### src/rtl/birthday_seq_pkg.sv
// rtl/birthday_seq_pkg.sv - shared types, constants and BCD helper for the birthday display sequencer
package birthday_seq_pkg;

  typedef enum logic [1:0] {
    ST_IDLE,
    ST_RUN_1,
    ST_RUN_2,
    ST_PAUSE
  } state_e;

  localparam int         DIGITS  = 6;
  localparam logic [3:0] BCD_MAX = 4'd9;

  function automatic logic bcd_valid(input logic [DIGITS*4-1:0] value);
    logic ok;
    ok = 1'b1;
    for (int i = 0; i < DIGITS; i++) begin
      if (value[i*4 +: 4] > BCD_MAX) ok = 1'b0;
    end
    return ok;
  endfunction

endpackage

### src/rtl/phase_timer.sv
// rtl/phase_timer.sv - free-running phase counter with hold/clear and terminal-count flag
module phase_timer #(
  parameter int TICKS = 50_000_000
) (
  input  logic clk,
  input  logic rst,
  input  logic run,
  input  logic clear,
  output logic wrap
);

  localparam int         W    = (TICKS > 1) ? $clog2(TICKS) : 1;
  localparam logic [W-1:0] LAST = W'(TICKS - 1);

  logic [W-1:0] count_q;
  logic [W-1:0] count_d;
  logic         at_last;

  assign at_last = (count_q == LAST);
  // wrap only counts as a boundary when the counter is actually advancing
  assign wrap    = run && !clear && at_last;

  always_comb begin
    count_d = count_q;
    if (clear) begin
      count_d = '0;
    end else if (run) begin
      count_d = at_last ? '0 : count_q + 1'b1;
    end
  end

  always_ff @(posedge clk) begin
    if (rst) begin
      count_q <= '0;
    end else begin
      count_q <= count_d;
    end
  end

endmodule

### src/rtl/birthday_sequencer.sv
// rtl/birthday_sequencer.sv - alternates two double-buffered BCD slots onto the birthday display
module birthday_sequencer
  import birthday_seq_pkg::*;
#(
  parameter int TICKS_PER_PHASE = 50_000_000,
  parameter bit BCD_CHECK       = 1'b1
) (
  input  logic        clk,
  input  logic        rst,
  input  logic        en,
  input  logic        pause,
  input  logic        load_valid,
  input  logic        load_sel,
  input  logic [23:0] load_data,
  output logic        load_ready,
  output logic        load_err,
  output logic [23:0] a1,
  output logic [23:0] a2,
  output logic        b,
  output logic        phase_tick
);

  state_e      state_q;
  logic        b_q;
  logic [23:0] a1_q;
  logic [23:0] a2_q;
  logic        pending_q;
  logic        pending_d;
  logic        shadow_sel_q;
  logic [23:0] shadow_data_q;
  logic        ready_q;
  logic        err_q;
  logic        tick_q;

  logic timer_run;
  logic timer_clear;
  logic boundary;
  logic in_idle;
  logic leaving;
  logic handshake;
  logic data_ok;
  logic accept;
  logic reject;
  logic commit;

  assign in_idle     = (state_q == ST_IDLE);
  assign timer_run   = en && ((state_q == ST_RUN_1) || (state_q == ST_RUN_2));
  assign timer_clear = !en || in_idle;

  phase_timer #(
    .TICKS(TICKS_PER_PHASE)
  ) u_timer (
    .clk  (clk),
    .rst  (rst),
    .run  (timer_run),
    .clear(timer_clear),
    .wrap (boundary)
  );

  assign handshake = load_valid && ready_q;
  assign data_ok   = !BCD_CHECK || bcd_valid(load_data);
  assign accept    = handshake && data_ok;
  assign reject    = handshake && !data_ok;
  assign leaving   = !en && !in_idle;
  // A shadow still pending in IDLE (load accepted as en fell) is flushed immediately
  assign commit    = pending_q && (boundary || leaving || in_idle);

  always_comb begin
    pending_d = pending_q;
    if (commit) pending_d = 1'b0;
    if (accept && !in_idle) pending_d = 1'b1;
  end

  always_ff @(posedge clk) begin
    if (rst) begin
      state_q       <= ST_IDLE;
      b_q           <= 1'b0;
      a1_q          <= '0;
      a2_q          <= '0;
      pending_q     <= 1'b0;
      shadow_sel_q  <= 1'b0;
      shadow_data_q <= '0;
      ready_q       <= 1'b1;
      err_q         <= 1'b0;
      tick_q        <= 1'b0;
    end else begin
      err_q     <= reject;
      tick_q    <= boundary;
      pending_q <= pending_d;
      ready_q   <= !pending_d;

      if (accept && !in_idle) begin
        shadow_sel_q  <= load_sel;
        shadow_data_q <= load_data;
      end

      if (commit) begin
        if (shadow_sel_q) a2_q <= shadow_data_q;
        else              a1_q <= shadow_data_q;
      end else if (accept && in_idle) begin
        if (load_sel) a2_q <= load_data;
        else          a1_q <= load_data;
      end

      if (!en) begin
        state_q <= ST_IDLE;
        b_q     <= 1'b0;
      end else begin
        case (state_q)
          ST_IDLE: state_q <= ST_RUN_1;
          ST_RUN_1, ST_RUN_2: begin
            if (boundary) begin
              b_q <= !b_q;
              if (pause)                    state_q <= ST_PAUSE;
              else if (state_q == ST_RUN_1) state_q <= ST_RUN_2;
              else                          state_q <= ST_RUN_1;
            end else if (pause) begin
              state_q <= ST_PAUSE;
            end
          end
          // b is frozen while paused, so it records which run state to resume
          ST_PAUSE: begin
            if (!pause) state_q <= b_q ? ST_RUN_2 : ST_RUN_1;
          end
          default: state_q <= ST_IDLE;
        endcase
      end
    end
  end

  assign load_ready = ready_q;
  assign load_err   = err_q;
  assign a1         = a1_q;
  assign a2         = a2_q;
  assign b          = b_q;
  assign phase_tick = tick_q;

endmodule
### config.mk
export PLATFORM = sky130hd
export DESIGN_NAME = birthday_sequencer
export DESIGN_NICKNAME = d
export VERILOG_FILES = /design/src/rtl/birthday_seq_pkg.sv /design/src/rtl/phase_timer.sv /design/src/rtl/birthday_sequencer.sv
export SDC_FILE = /design/constraint.sdc
export NUM_CORES = 1
export LEC_CHECK = 0
export ABC_AREA = 1
export BUFFER_PORTS_ARGS = -buffer_cell sky130_fd_sc_hd__buf_2
export CORE_UTILIZATION = 55
export CTS_BUF_LIST = sky130_fd_sc_hd__clkbuf_4
export DETAILED_ROUTE_END_ITERATION = 16
export PLACE_DENSITY = 0.77
export RECOVER_POWER = 100
export SKIP_LAST_GASP = 1
export SYNTH_ARGS = -nofsm -noshare
export SYNTH_HDL_FRONTEND = slang
export SYNTH_SLANG_ARGS = --single-unit
### constraint.sdc
create_clock -name clk -period 2.97 [get_ports clk]
set_input_delay 0.1485 -clock clk [delete_from_list [all_inputs] [get_ports clk]]
set_output_delay 0.1485 -clock clk [all_outputs]
set_load 0.005 [all_outputs]
==> flow_metrics.py <==
metrics = {
    "global_route": {
        "grt_use_total_pct": 26.77,
        "overflow": 0,
        "antenna_found_initial": 0,
        "grt_pass1_vias": 4685,
        "grt_start_max_net_pins": 63,
        "grt_pass1_wl_um": 22020,
    },
    "placement": {
        "place.detailed.hpwl_um": 9383,
        "gp_congestion": 0.8332,
        "placed_area_mm2": 0.006026,
        "placed_cells": 1041,
        "io_buffers": 81,
    },
    "finish": {
        "final_cells": 1074,
        "drive_gt1_share_pct": 10.63,
        "area.sequential_mm2": 0.002123,
        "stdcell_area_mm2": 0.006311,
        "final_util_pct": 64.27,
        "num_antenna_cells": 0,
        "nets": 970,
        "synthToLayoutAreaGrowth_pct": 12.31,
        "fillers": 971,
        "multi_input_area_mm2": 0.002765,
    },
    "synthesis": {
        "syn-num-nets": 896,
        "synth-seq-area-share_pct": 37.76,
        "yosysWarnings": 0,
        "synth_area_mm2": 0.005619,
        "syn_avg_cell_area_um2": 6.519,
        "ys_ff_latch": 106,
        "ys_types": 37,
        "syn_inst": 862,
    },
    "clock_tree": {
        "cts_buffer_depth": 2,
        "insertion_delay_ns": 0.47,
        "postCtsSetupRepairBufs": 0,
        "cts_tree": "done",
        "clock-sinks": 106,
        "htreeDepth": 3,
        "cts_root_buffer": "clkbuf_4",
        "cts_buffers": 9,
        "clkSlewWorstSetupHoldPaths_ns": 0.15,
    },
    "floorplanning": {
        "initial_utilization_pct": 57.22,
        "die_h_um": 103.1,
        "pin_count": 82,
        "fp.dieArea_mm2": 0.01062,
        "coreArea_mm2": 0.009819,
        "core.rowCount": 36,
        "die-width_um": 103.1,
    },
    "worst_setup_path": {
        "crit_buf_inv": 2,
        "critPathTopFamily": "simple AND/OR/NAND/NOR gates",
        "cp.required_ns": 3.34,
        "critPathLaunchType": "flip-flop",
        "worstSetupPathType": "flip-flop to flip-flop",
        "max_stage_delay_ns": 0.39,
        "worstPathArrival_ns": 2.98,
        "slowest_stage": "dfxtp_1",
        "worstSetupEndpointType": "flip-flop",
        "worstPathMaxFanout": 24,
        "path_cells": "inv_1 > ha_1 > nand2_1 > nor2_1 > nand2_1 > nor2_4 > nand2_4 > nand2_8 > nand3_4 > nand2_1 > clkinv_2 > nor2_1 > nor2_1",
    },
    "timing": {
        "fin_crit_sh_pct": 87.92,
        "rsz0062_at_grt": "false",
        "setup_violations": 0,
        "fin_setup_tns_ns": 0,
        "max_freq_mhz": 383.0,
        "tightest_slew_ns": 0.9631,
        "max_slew_margin_pct": 35.70,
        "hold_violations": 0,
        "min_period_ns": 2.611,
        "finClkSkew_ns": 0.01640,
        "drv_slew": 0,
    },
    "detailed_routing": {
        "totalWireLength_um": 13490,
        "drt_iter0_drc": 326,
        "wire_per_inst_um": 12.56,
        "postRouteAntennaNets": 0,
        "post-route-drc-count": 0,
        "vias_per_cell": 4.995,
        "vias": 5365,
        "dr.pass1.iters": 5,
    },
    "job": {
        "maxCapViolations": 0,
    },
    "power_and_ir_drop": {
        "power.total_uw": 2595,
        "power_density_mw_per_mm2": 411.2,
        "p_leak_uw": 0.002872,
        "peakVddDrop_uv": 357.5,
    },
    "worst_hold_path": {
        "worstHoldPathType": "input pin to flip-flop",
    },
    "outcome": {
        "status": "completed",
    },
}
stage by stage:
step	hold WS [ns]	setup WS, ns
after floorplan	0.2209	0.9953
after global placement	0.4152	0.5071
after detailed placement	0.4214	0.4567
after CTS	0.003882	0.4291
after global routing	0.005854	0.08923
final	0.02172	0.3588
repair_timing:
action                     CTS  global route
hold endpoints to repair    17             0
hold buffers                17             0
setup endpoints to repair    0             0
gates resized for setup      0             0
synth_stat cells:
cell	instances	area, µm²
nand2_4	3	33.78
clkbuf_1	20	75.07
nand2_2	1	6.260
nand2_1	210	788.3
o21bai_1	1	7.510
a211oi_1	1	7.510
a22oi_1	1	7.510
or2_2	1	6.260
xnor2_1	1	8.760
xor2_1	2	17.52
nor3b_1	1	7.510
nand3_4	1	17.52
o211a_1	1	10.01
nor2_1	117	439.2
nand4_1	7	43.79
a21boi_0	1	7.510
nor4_1	1	6.260
inv_2	2	7.510
a21oi_1	46	230.2
a21oi_2	20	175.2
buf_2	15	75.07
nor2_4	1	11.26
nor3_1	12	60.06
buf_4	2	15.01
nor2_2	2	12.51
inv_1	113	424.2
dfxtp_1	106	2122
nand3_1	111	555.5
buf_8	2	30.03
and3_1	1	6.260
buf_6	7	78.83
ha_1	4	50.05
clkinv_2	1	5.000
nand3_2	1	10.01
o21a_1	6	45.04
o21ai_0	39	195.2
nand2_8	1	20.02
registers in the layout, indices dropped and copies added, names as in the netlist:
name             cells
a2                  24
b                    1
state_q              2
a1                  24
load_ready           1
shadow_data_q       24
u_timer.count_q     26
load_err             1
pending_q            1
shadow_sel_q         1
phase_tick           1
final cells by class:
type                       instances  area share [%]
timing repair buffer             109           10.01
sequential                       106           33.64
clock inverter                     6           1.784
multi-input combinational        594           43.81
tap                              133           2.637
inverter                         116           6.919
clock buffer                      10           1.190
routing by layer:
metal | GRT usage [%] | part of all wire, %
met1 | 37.51 | 49
met2 | 41.59 | 45
met3 | 4.678 | 4.7
met4 | 8.992 | 1.2
met5 | 0 | 0
final timing paths:
kind | slack, ns | cells after the start | to | start
min | 0.02 | 3 | shadow_data_q[5] | load_data[5]
max reg2reg | 0.36 | 13 | a2[12] | state_q[0]
max | 0.36 | 13 | a2[12] | state_q[0]
min reg2reg | 0.49 | 2 | shadow_data_q[5] | shadow_data_q[5]
layout by cell type (no fill, tap or decap), drive strengths merged:
cell type	n
and3	1
or2	1
o21a	6
a22oi	1
a211oi	1
nor4	1
a21oi	66
o211a	1
clkbuf	48
o21ai	39
a21boi	1
xnor2	1
ha	4
nand3	113
nor3	12
xor2	2
bufinv	3
nand2	215
dlygate4sd3	17
nor2	120
clkinv	3
buf	54
dfxtp	106
nor3b	1
nand4	7
o21bai	1
inv	116
where the power goes:
group          leakage [µW]  internal [µW]  switching (µW)
clock network      0.000101            439             483
registers          0.000856           1440            9.15
logic               0.00192           87.0             138
total               0.00287           1970             630
logic make-up after synthesis:
| kind of cell | count (synthesis) | share of synthesized area, % |
|---|---|---|
| buffers and inverters | 162 | 12.65 |
| adders and majority gates | 4 | 0.8907 |
| xor gates and xnor gates | 3 | 0.4677 |
| and+or+nand+nor | 471 | 36.03 |
| DFF | 106 | 37.76 |
| AOI/OAI and AO/OA | 116 | 12.20 |
tightest hold or removal path: stages:
cell and delay [ns]:
buf_2 0.12, o21ai_0 0.08, a21oi_1 0.10
Power figures use the tool's default switching activity.
